--- src/rtl/gpio_control_ip_if.sv ---
// Register-bus interface for gpio_control_ip.
// Single-cycle we/re strobes with registered read data.
interface gpio_control_ip_if #(
   parameter int WIDTH = 32
);
   logic             we;
   logic             re;
   logic [3:0]       addr;
   logic [WIDTH-1:0] wdata;
   logic [WIDTH-1:0] rdata;

   modport master (
      output we, re, addr, wdata,
      input  rdata
   );

   modport slave (
      input  we, re, addr, wdata,
      output rdata
   );
endinterface

--- src/rtl/gpio_control_ip.sv ---
// GPIO controller: OUT/DIR registers, PINS readback, TOGGLE write port.
// Define GPIO_SYNC_EN to pass gpio_in through a 2-flop synchronizer.
module gpio_control_ip #(
   parameter int WIDTH = 32
) (
   input  logic             clk,
   input  logic             reset,
   gpio_control_ip_if.slave bus,
   input  logic [WIDTH-1:0] gpio_in,
   output logic [WIDTH-1:0] gpio_out,
   output logic [WIDTH-1:0] gpio_dir
);

   typedef enum logic [1:0] {
      A_OUT  = 2'd0,
      A_DIR  = 2'd1,
      A_PINS = 2'd2,
      A_TGL  = 2'd3
   } addr_e;

   logic [WIDTH-1:0] out_q;
   logic [WIDTH-1:0] dir_q;
   logic [WIDTH-1:0] rdata_q;
   logic [WIDTH-1:0] in_s;
   logic [WIDTH-1:0] pins;
   logic [WIDTH-1:0] rd_mux;
   addr_e            sel;
   logic             unused_addr;

   assign sel         = addr_e'(bus.addr[3:2]);
   assign unused_addr = &{1'b0, bus.addr[1:0]};

`ifdef GPIO_SYNC_EN
   logic [WIDTH-1:0] sync1_q;
   logic [WIDTH-1:0] sync2_q;

   always_ff @(posedge clk or negedge reset) begin
      if (!reset) begin
         sync1_q <= '0;
         sync2_q <= '0;
      end else begin
         sync1_q <= gpio_in;
         sync2_q <= sync1_q;
      end
   end

   assign in_s = sync2_q;
`else
   assign in_s = gpio_in;
`endif

   // Output-mode pins read back their own OUT bit, not the pad.
   assign pins = (dir_q & out_q) | (~dir_q & in_s);

   always_comb begin
      rd_mux = '0;
      unique case (sel)
         A_OUT:  rd_mux = out_q;
         A_DIR:  rd_mux = dir_q;
         A_PINS: rd_mux = pins;
         A_TGL:  rd_mux = '0;
      endcase
   end

   always_ff @(posedge clk or negedge reset) begin
      if (!reset) begin
         out_q   <= '0;
         dir_q   <= '0;
         rdata_q <= '0;
      end else begin
         if (bus.re) begin
            rdata_q <= rd_mux;
         end
         if (bus.we) begin
            unique case (sel)
               A_OUT:  out_q <= bus.wdata;
               A_DIR:  dir_q <= bus.wdata;
               A_PINS: ;
               A_TGL:  out_q <= out_q ^ bus.wdata;
            endcase
         end
      end
   end

   assign bus.rdata = rdata_q;
   assign gpio_out  = out_q;
   assign gpio_dir  = dir_q;

endmodule

--- src/flat_wrapper.sv ---
// flat-port wrapper written by rule: the top's interface ports become plain ports
module gpio_control_ip_flat 
#(
   parameter int WIDTH = 32
)
  (clk, reset, gpio_in, gpio_out, gpio_dir, bus_we, bus_re, bus_addr, bus_wdata, bus_rdata);
  gpio_control_ip_if #(.WIDTH(WIDTH)) bus_i ();
  input  logic clk;
  input  logic reset;
  input  logic [WIDTH-1:0] gpio_in;
  output logic [WIDTH-1:0] gpio_out;
  output logic [WIDTH-1:0] gpio_dir;
  input wire logic [$bits(bus_i.we)-1:0] bus_we;
  input wire logic [$bits(bus_i.re)-1:0] bus_re;
  input wire logic [$bits(bus_i.addr)-1:0] bus_addr;
  input wire logic [$bits(bus_i.wdata)-1:0] bus_wdata;
  output wire logic [$bits(bus_i.rdata)-1:0] bus_rdata;
  assign bus_i.we = bus_we;
  assign bus_i.re = bus_re;
  assign bus_i.addr = bus_addr;
  assign bus_i.wdata = bus_wdata;
  assign bus_rdata = bus_i.rdata;
  gpio_control_ip #(.WIDTH(WIDTH)) u_core (.clk(clk), .reset(reset), .bus(bus_i), .gpio_in(gpio_in), .gpio_out(gpio_out), .gpio_dir(gpio_dir));
endmodule
--- config.mk ---
export PLATFORM = sky130hd
export DESIGN_NAME = gpio_control_ip_flat
export DESIGN_NICKNAME = d
export VERILOG_FILES = /design/src/rtl/gpio_control_ip_if.sv /design/src/rtl/gpio_control_ip.sv /design/src/flat_wrapper.sv
export SDC_FILE = /design/constraint.sdc
export NUM_CORES = 1
export LEC_CHECK = 0
export BUFFER_PORTS_ARGS = -buffer_cell sky130_fd_sc_hd__buf_4
export CAP_MARGIN = 20
export CELL_PAD_IN_SITES_DETAIL_PLACEMENT = 1
export CELL_PAD_IN_SITES_GLOBAL_PLACEMENT = 1
export CORE_MARGIN = 1.5
export CORE_UTILIZATION = 40
export DETAILED_ROUTE_END_ITERATION = 6
export PLACE_DENSITY_LB_ADDON = 0.1
export SYNTH_ARGS = -nofsm -noshare
export SYNTH_HDL_FRONTEND = slang
export SYNTH_SLANG_ARGS = --single-unit
--- constraint.sdc ---
create_clock -name clk -period 2.4 [get_ports clk]
set_clock_uncertainty 0.15 [all_clocks]
set_input_delay 0.24 -clock clk [delete_from_list [all_inputs] [get_ports clk]]
set_output_delay 0.24 -clock clk [all_outputs]
set_load 0.02 [all_outputs]
-- Yosys cells after proc, flatten, opt, wreduce, memory -nomap -nowiden
Cells that the tools add are included.
- register bits after elaboration: 96
- input port bits: 72
- output and inout bits: 96
- reduce and logical (&&, ||, !) cells: 4
- bitwise gates (word level): 5
- mux-type cells: 2
- equal/unequal tests: 3
- operator list (cell ; count):
    case mux 32 bit (4 select lines) ; 1
    bitwise AND 32 bit ; 2
    case mux 32 bit (2 select lines) ; 1
    NOT 32 bit ; 1
    bitwise OR 32 bit ; 1
    bitwise XOR 32 bit ; 1
    equality test 2 bit (second input constant) ; 2
    AND reduction 2 bit ; 2
    equality test 2 x 1 -> 1 bit (second input constant) ; 1
    logical NOT 2 bit ; 1
    nonzero test 2 bit ; 1

-- Logic depth before layout (Yosys ltp)
Gate-level depths: netlist (run 1).
- depth after elaboration: 4
- gate-level depth with buffers: 7
- mapped depth without buffers: 5

-- Worst setup path after synthesis (run 1)
Ideal clock, no wire load.
- path type: input-to-reg
- start point: in bus_addr[3]
- end point: reg u_core.dir_q[10], in the netlist u_core.gpio_dir[10]
- arrival: 1.111 ns
- setup slack: 1.015 ns
- required time: 2.125 ns
- cell stages on the path: 5
- cell sequence: inv_1 ha_1 nand2_2 buf_6 mux2_2
- cells in the longest elaborated chain, start to end: 2
- ends and longest elaborated chain (item ; RTL line ; source):
    start: declaration ; flat_wrapper.sv:15 ; input wire logic [$bits(bus_i.addr)-1:0] bus_addr;
    equality test 2 x 1 -> 1 bit ; gpio_control_ip.sv:75 ; unique case (sel)
    AND reduction 2 bit (no source line) ; - ;
    end signal: assignment ; gpio_control_ip.sv:77 ; A_DIR: dir_q <= bus.wdata;
    end: declaration ; gpio_control_ip.sv:22 ; logic [WIDTH-1:0] dir_q;
No other way between the ends.
A chain may end at the register's enable or synchronous reset.

-- Worst setup path after layout (run 1)
- start point: in bus_addr[3]
- end point: reg u_core.rdata_q[8], in the netlist u_core.bus.rdata[8]
- cells in the longest elaborated chain, start to end: 2
- elaborated cells on any way between the ends: 5
- ends and longest elaborated chain (item ; RTL line ; source):
    equality test 2 bit (tied with other cells) ; gpio_control_ip.sv:57 ; unique case (sel)
    case mux 32 bit (4 select lines) (*) ; gpio_control_ip.sv:57 ;
    end signal: assignment ; gpio_control_ip.sv:72 ; rdata_q <= rd_mux;
    end: declaration ; gpio_control_ip.sv:23 ; logic [WIDTH-1:0] rdata_q;
Every way passes the cells marked *; elsewhere a longest branch is shown, timed or not.

==> results of run 1 <==
## placed cells by master (no fill, tap or decap)
cell and count:
o2bb2ai_1 1, o21ai_0 65, nand2_1 1, inv_1 5, ha_1 3, bufinv_16 2
nand2_2 1, dlygate4sd3_1 23, o221a_2 32, clkbuf_16 9, nor2_2 1, a21oi_1 126
buf_4 177, clkbuf_1 3, clkbuf_8 1, ha_2 1, mux2_2 31, clkinv_2 1
buf_12 3, nand2b_1 32, dfrtp_1 96, nand3_1 31, nor2_1 2, mux2i_1 1
nor2b_4 2
## cells in the mapped netlist, types with 3 or more instances
library cell  instances  area [µm²]
o21ai_0              65         325
nand2b_1             32         200
a21oi_1             126         631
nand3_1              31         155
buf_6                 5        56.3
buf_4                 3        22.5
ha_1                  4        50.1
clkbuf_1              4        15.0
o221a_2              32         360
buf_2                23         115
inv_1                 5        18.8
clkbuf_2              6        30.0
mux2_2               31         349
nor2_1                3        11.3
dfrtp_1              96        2400
## area by class of cell
class	instances	area (µm²)	share of cell area (%)
flip-flops and latches	96	2400	36.0
multi-input cells	330	2140	32.1
repair buffers	203	1620	24.2
clock buffers	13	250	3.75
well taps	143	179	2.68
clock inverters	3	65.1	0.974
inverters	5	18.8	0.281
## stage by stage
step | hold WS (ps) | total power [W]
6_report | 10.8 | 0.00573
5_1_grt | 3.61 | 0.00603
4_1_cts | 0.215 | 0.00578
3_5_place_dp | 174 | 0.00417
3_3_place_gp | 167 | 0.00408
2_1_floorplan | -206 | 0.00325
## per-layer routing
metal / vias to the layer above / wire length [µm] / track usage, %
met5: - / 0 / 0
li1: 2097 / - / -
met3: 27 / 977 / 5.51
met2: 146 / 8070 / 45.1
met4: 0 / 362 / 10.7
met1: 2319 / 6500 / 32.1
## registers in the layout, summed over array words and instances (netlist names)
register	flops
u_core.bus.rdata	32
u_core.gpio_dir	32
u_core.gpio_out	32
## power by group through the flow
stage                     registers [W]  clock network (W)  logic [W]
after CTS                       0.00227            0.00159    0.00191
after detailed placement        0.00230                  0    0.00187
after global placement          0.00227                  0    0.00181
after global routing            0.00233            0.00166    0.00204
after floorplan                 0.00263                  0   0.000624
final                           0.00227            0.00156    0.00190
## cell families after synthesis
kind of cell    Yosys count  synth area share, %
fa+ha+maj                 4                 1.04
buf+inv                  46                 5.38
compound gates          224                 27.7
simple gates             70                 8.28
flops                    96                 50.1
mux                      32                 7.50
## repair_timing
item / CTS / global route
hold endpoints to repair: 71 / 0
hold buffers: 23 / 0
buffers inserted: 0 / 0
## worst min path at each step
stage                  start  slack (ps)  depth (start not counted)                              end
2_1_floorplan          reset        -210                          0  u_core.bus.rdata[0]$_DFFE_PN0P_
3_3_place_gp           reset         170                          1  u_core.gpio_out[16]$_DFFE_PN0P_
3_5_place_dp           reset         170                          1  u_core.gpio_dir[15]$_DFFE_PN0P_
4_1_cts         bus_wdata[2]         0.2                          2   u_core.gpio_dir[2]$_DFFE_PN0P_
5_1_grt         bus_wdata[6]           4                          2   u_core.gpio_dir[6]$_DFFE_PN0P_
6_report       bus_wdata[20]          10                          2  u_core.gpio_dir[20]$_DFFE_PN0P_
==> flow_metrics.env, run 1 <==
export IMPL_cp_required_ps=2480
export IMPL_wl_mm=15.9
export IMPL_cap_viol_max_count=0
export IMPL_grt_usage_pct=26.2
export IMPL_coreArea_um2=11600
export IMPL_fin_area_um2=6680
export IMPL_powerDensity_nw_per_um2=859
export IMPL_crit_end="u_core.bus.rdata[8]$_DFFE_PN0P_"
export IMPL_timing_slew_headroom_pct=51.0
export IMPL_synth_area_um2=4790
export IMPL_path_buf_inv=3
export IMPL_post_dp_cell_area_um2=6130
export IMPL_antenna_cells=0
export IMPL_finalCritPeriodShare_pct=70.9
export IMPL_power_leakage_nw=2.96
export IMPL_ys_seq_area_share_pct=50.1
export IMPL_crit_fanout=16
export IMPL_die_area_um2=12600
export IMPL_setup_viol=0
export IMPL_drtAntennaViolNets=0
export IMPL_internal_power_w=0.00379
export IMPL_hold_viol=0
export IMPL_clock_root_buffer="clkbuf_16"
export IMPL_grt_pass1_vias=4972
export IMPL_clkPwrFrac_pct=27.2
export IMPL_pin_count=168
export IMPL_setup_tns_final_ps=0
export IMPL_grt_pass1_wl_mm=26.0
export IMPL_io_buffer_count=165
export IMPL_die_x_um=112
export IMPL_arrival_ps=1780
export IMPL_dr_first_iter_drc_count=264
export IMPL_rsz0062_at_grt="false"
export IMPL_dp_cells=754
export IMPL_ff2ff_path_depth=3
export IMPL_gp_congestion=0.788
export IMPL_clk_latency_ps=340
export IMPL_synth_fp_nets=548
export IMPL_power_switching_w=0.00195
export IMPL_path_cells="buf_4 -> inv_1 -> ha_1 -> nor2_2 -> buf_4 -> o21ai_0 -> o221a_2"
export IMPL_vias=4589
export IMPL_synth_seq_cells=96
export IMPL_antenna_found_initial=0
export IMPL_power_share_sequential_pct=39.7
export IMPL_cp_start_kind="primary input"
export IMPL_cpMostUsedCell="buf_4"
export IMPL_cts_tree="done"
export IMPL_syn_avg_cell_area_um2=10.2
export IMPL_cpMaxStageDelayCell="nor2_2"
export IMPL_failed_checks="design-rule violations"
export IMPL_crit_family="simple AND/OR/NAND/NOR gates"
export IMPL_layout_min_cycle_time_ps=1700
export IMPL_grt_overflow=0
export IMPL_drive_gt1_share_pct=40.2
export IMPL_synth_ff_type="dfrtp_1"
export IMPL_syn_to_final_growth_pct=39.4
export IMPL_vdd_drop_max_mv=0.400
export IMPL_async_flop_share_pct=100
export IMPL_fin_ws_ps=699
export IMPL_final_util_pct=57.7
export IMPL_drcViolationCount=13
export IMPL_max_freq_mhz=588
export IMPL_rows=39
export IMPL_synth_edf_count=0
export IMPL_slew_violations=0
export IMPL_drt_first_pass_iters=7
export IMPL_dp_hpwl_mm=10.6
export IMPL_cts_buffers_inserted=9
export IMPL_die_height_um=112
export IMPL_route_detailed_wl_per_inst_um=20.1
export IMPL_grt_max_degree=65
export IMPL_vias_per_cell=5.79
export IMPL_dp_slack_ps=318
export IMPL_cts_buffer_depth=2
export IMPL_cp_end_kind="flip-flop"
export IMPL_clk_pin_slew_worst_paths_ps=70
export IMPL_synth_cell_types=21
export IMPL_cts_sinks=96
export IMPL_cpPeakStageDelay_ps=570
export IMPL_start_util_pct=41.4
export IMPL_fin_cells=793
export IMPL_p_comb_share_pct=33.1
export IMPL_reg2reg_to="u_core.bus.rdata[29]$_DFFE_PN0P_"
export IMPL_worst_r2r_startpoint="u_core.gpio_dir[29]$_DFFE_PN0P_"
export IMPL_status="finished with violations"
export IMPL_n_fill_cell=1312
export IMPL_reg2reg_slack_ps=1250
export IMPL_min_delay_path_class="in2reg"
export IMPL_ctsResizeCount=0
export IMPL_htreeDepth=3
export IMPL_syn_inst=472
export IMPL_netSwitchingFraction_pct=34.0
export IMPL_cp_depth=7
export IMPL_startpoint="bus_addr[3]"
export IMPL_nets=721
export IMPL_worstMarginPinSlew_ps=736
export IMPL_critical_path_class="in2reg"
export IMPL_synth_warnings=0
Power figures use the tool's default switching activity.
==> run 2: changes to the inputs <==
--- a/config.mk
+++ b/config.mk
@@ -5,12 +5,13 @@
 export SDC_FILE = /design/constraint.sdc
 export NUM_CORES = 1
 export LEC_CHECK = 0
+export ABC_AREA = 1
 export BUFFER_PORTS_ARGS = -buffer_cell sky130_fd_sc_hd__buf_4
 export CAP_MARGIN = 20
 export CELL_PAD_IN_SITES_DETAIL_PLACEMENT = 1
 export CELL_PAD_IN_SITES_GLOBAL_PLACEMENT = 1
 export CORE_MARGIN = 1.5
-export CORE_UTILIZATION = 40
+export CORE_UTILIZATION = 36
 export DETAILED_ROUTE_END_ITERATION = 6
 export PLACE_DENSITY_LB_ADDON = 0.1
 export SYNTH_ARGS = -nofsm -noshare
==> constraint.sdc (replaced) <==
create_clock -name clk -period 1.65 [get_ports clk]
set_clock_uncertainty 0.15 [all_clocks]
set_input_delay 0.165 -clock clk [delete_from_list [all_inputs] [get_ports clk]]
set_output_delay 0.165 -clock clk [all_outputs]
set_load 0.02 [all_outputs]
==> flow_metrics.env, run 2 <==
export IMPL_status="finished clean"
export IMPL_rows=44
export IMPL_antenna_found_initial=0
export IMPL_async_flop_share_pct=100
export IMPL_use_met3_pct=5.39
export IMPL_grt_max_degree=55
export IMPL_nets=1012
export IMPL_final_util_pct=51.5
export IMPL_vias_per_cell=5.01
export IMPL_route_detailed_wl_per_inst_um=16.7
export IMPL_ff2ff_path_depth=4
export IMPL_fin_cells=1124
export IMPL_synth_fp_nets=819
export IMPL_n_fill_cell=1826
export IMPL_vias=5628
export IMPL_setup_viol=0
export IMPL_hp_start="gpio_in[16]"
export IMPL_finalCritPeriodShare_pct=80.2
export IMPL_dp_hpwl_mm=13.2
export IMPL_max_freq_mhz=756
export IMPL_grt_pass1_vias=5963
export IMPL_reg2reg_to="u_core.bus.rdata[10]$_DFFE_PN0P_"
export IMPL_synth_warnings=0
export IMPL_drcViolationCount=0
export IMPL_yosysTopAreaCell="dfrtp_1"
export IMPL_slew_violations=0
export IMPL_cts_buffer_depth=2
export IMPL_start_util_pct=36.7
export IMPL_cap_viol_max_count=0
export IMPL_grt_overflow=0
export IMPL_layout_min_cycle_time_ps=1320
export IMPL_syn_inst=743
export IMPL_min_to="u_core.bus.rdata[16]$_DFFE_PN0P_"
export IMPL_cts_buffers_inserted=9
export IMPL_startpoint="bus_addr[2]"
export IMPL_pin_count=168
export IMPL_ys_seq_area_share_pct=45.4
export IMPL_synthTopCellsByArea="dfrtp_1 45%, nand2_1 26%, inv_1 6.0%"
export IMPL_cp_start_kind="primary input"
export IMPL_hold_viol=0
export IMPL_antenna_cells=0
export IMPL_synth_edf_count=0
export IMPL_die_area_um2=15400
export IMPL_clk_pin_slew_worst_paths_ps=60
export IMPL_power_leakage_nw=4.29
export IMPL_die_height_um=124
export IMPL_critical_path_class="in2reg"
export IMPL_gp_congestion=0.776
export IMPL_dp_cells=1076
export IMPL_htreeDepth=3
export IMPL_min_delay_path_class="in2reg"
export IMPL_io_buffer_count=165
export IMPL_drt_first_pass_iters=4
export IMPL_cts_tree="done"
export IMPL_synth_seq_cells=96
export IMPL_path_cells="buf_4 -> inv_1 -> ha_1 -> nor2_4 -> nand2_1 -> buf_4 -> nand2_1 -> nand2_1 -> nand2_1 -> inv_1"
export IMPL_holdPathStages=5
export IMPL_reg2reg_slack_ps=530
export IMPL_arrival_ps=1410
export IMPL_cpMostUsedCell="nand2_1"
export IMPL_final_cell_mix="366 x nand2_1, 182 x buf_4, 96 x dfrtp_1"
export IMPL_vdd_drop_max_mv=0.638
export IMPL_die_x_um=124
export IMPL_synth_area_um2=5290
export IMPL_powerDensity_nw_per_um2=1110
export IMPL_worst_r2r_startpoint="u_core.gpio_dir[10]$_DFFE_PN0P_"
export IMPL_synth_top_area_share_pct=45.4
export IMPL_syn_avg_cell_area_um2=7.12
export IMPL_synth_top_cells_by_count="367 x nand2_1, 96 x dfrtp_1, 84 x inv_1"
export IMPL_timing_slew_headroom_pct=74.4
export IMPL_worstMarginPinSlew_ps=383
export IMPL_clock_root_buffer="clkbuf_16"
export IMPL_coreArea_um2=14400
export IMPL_synth_ff_type="dfrtp_1"
export IMPL_dr_first_iter_drc_count=294
export IMPL_cts_sinks=96
export IMPL_grt_pass1_wl_mm=30.4
export IMPL_met1_usage_pct=29.9
export IMPL_setup_tns_final_ps=0
export IMPL_busiest_layer="met2"
export IMPL_cp_end_kind="flip-flop"
export IMPL_cp_required_ps=1740
export IMPL_wl_mm=18.8
export IMPL_grt_usage_pct=24.4
export IMPL_cpMaxStageDelayCell="ha_1"
export IMPL_clk_latency_ps=340
export IMPL_grt_use_met2_pct=43.1
export IMPL_crit_fanout=11
export IMPL_drive_gt1_share_pct=24.3
export IMPL_rsz0062_at_grt="false"
export IMPL_holdWs_ps=26.8
export IMPL_syn_to_final_growth_pct=40.4
export IMPL_synth_most_common_cell="nand2_1"
export IMPL_post_cts_buffers=0
export IMPL_synth_cell_types=17
export IMPL_layout_commonest_cell="nand2_1"
export IMPL_cpPeakStageDelay_ps=330
export IMPL_drtAntennaViolNets=0
run 2: cell types whose count changed in the layout (fill, tap and decap cells not counted), moves of 5 or more:
cell and change:
buf_4 +5, a21oi_1 -94, mux2_2 -14, nor2_1 +13
dlygate4sd3_1 +10, o21ai_0 -48, buf_12 +6, nand4_1 +32
inv_1 +79, nand2b_1 -32, o221a_2 -32, nand2_1 +365
run 2: stage by stage:
stage	instance area, µm²	total power (W)	setup slack [ps]
after floorplan	5290	0.00471	294
after global placement	6810	0.00595	64.5
after detailed placement	6810	0.00609	-34.0
after CTS	7420	0.00829	322
after global routing	7420	0.00867	271
final	7420	0.00822	327
run 2: metal layers:
metal	vias up	routed length [µm]	share of wire, %
met5	-	0	0
met3	21	979	5.2
met2	135	9480	50
met1	2805	8100	43
li1	2667	-	-
met4	0	259	1.4
run 2: worst max path at each step:
stage                                            to  slack, ps  depth (start not counted)
CTS                 u_core.gpio_out[19]$_DFFE_PN0P_        320                         10
detailed placement  u_core.gpio_out[19]$_DFFE_PN0P_        -30                         10
floorplan            u_core.gpio_dir[0]$_DFFE_PN0P_        290                          6
global route        u_core.gpio_out[29]$_DFFE_PN0P_        270                         10
global placement    u_core.gpio_out[18]$_DFFE_PN0P_         60                         10
finish              u_core.gpio_out[19]$_DFFE_PN0P_        330                         10
run 2: critical path: cells and delay by family:
family        cells  cell delay [ps]
fa+ha+maj         1              330
buf+inv           4              400
simple gates      5              500
run 2: where the power goes:
part,switching (W),internal [W],total (W)
Clock,0.000914,0.00120,0.00212
Combinational,0.00165,0.00120,0.00285
Sequential,0.000457,0.00279,0.00325
Total,0.00302,0.00520,0.00822
run 2: layout make-up:
type                       count  area (µm²)  share of cell area [%]
sequential                    96        2400                    32.4
tap                          184         230                    3.10
timing repair buffer         224        1880                    25.3
clock inverter                 4        45.0                   0.607
multi-input combinational    518        2300                    31.0
clock buffer                  11         243                    3.27
inverter                      87         327                    4.40
run 2: cells by family after synthesis:
family	share of synthesized area, %
buf+inv	11.2
simple gates	34.2
fa+ha+maj	0.946
mux	3.62
flops	45.4
compound gates	4.64
run 2: repair_timing:
action,4_1_cts,5_1_grt
endpoints found under the hold margin,156,0
hold buffers,33,0
resized for setup,0,0
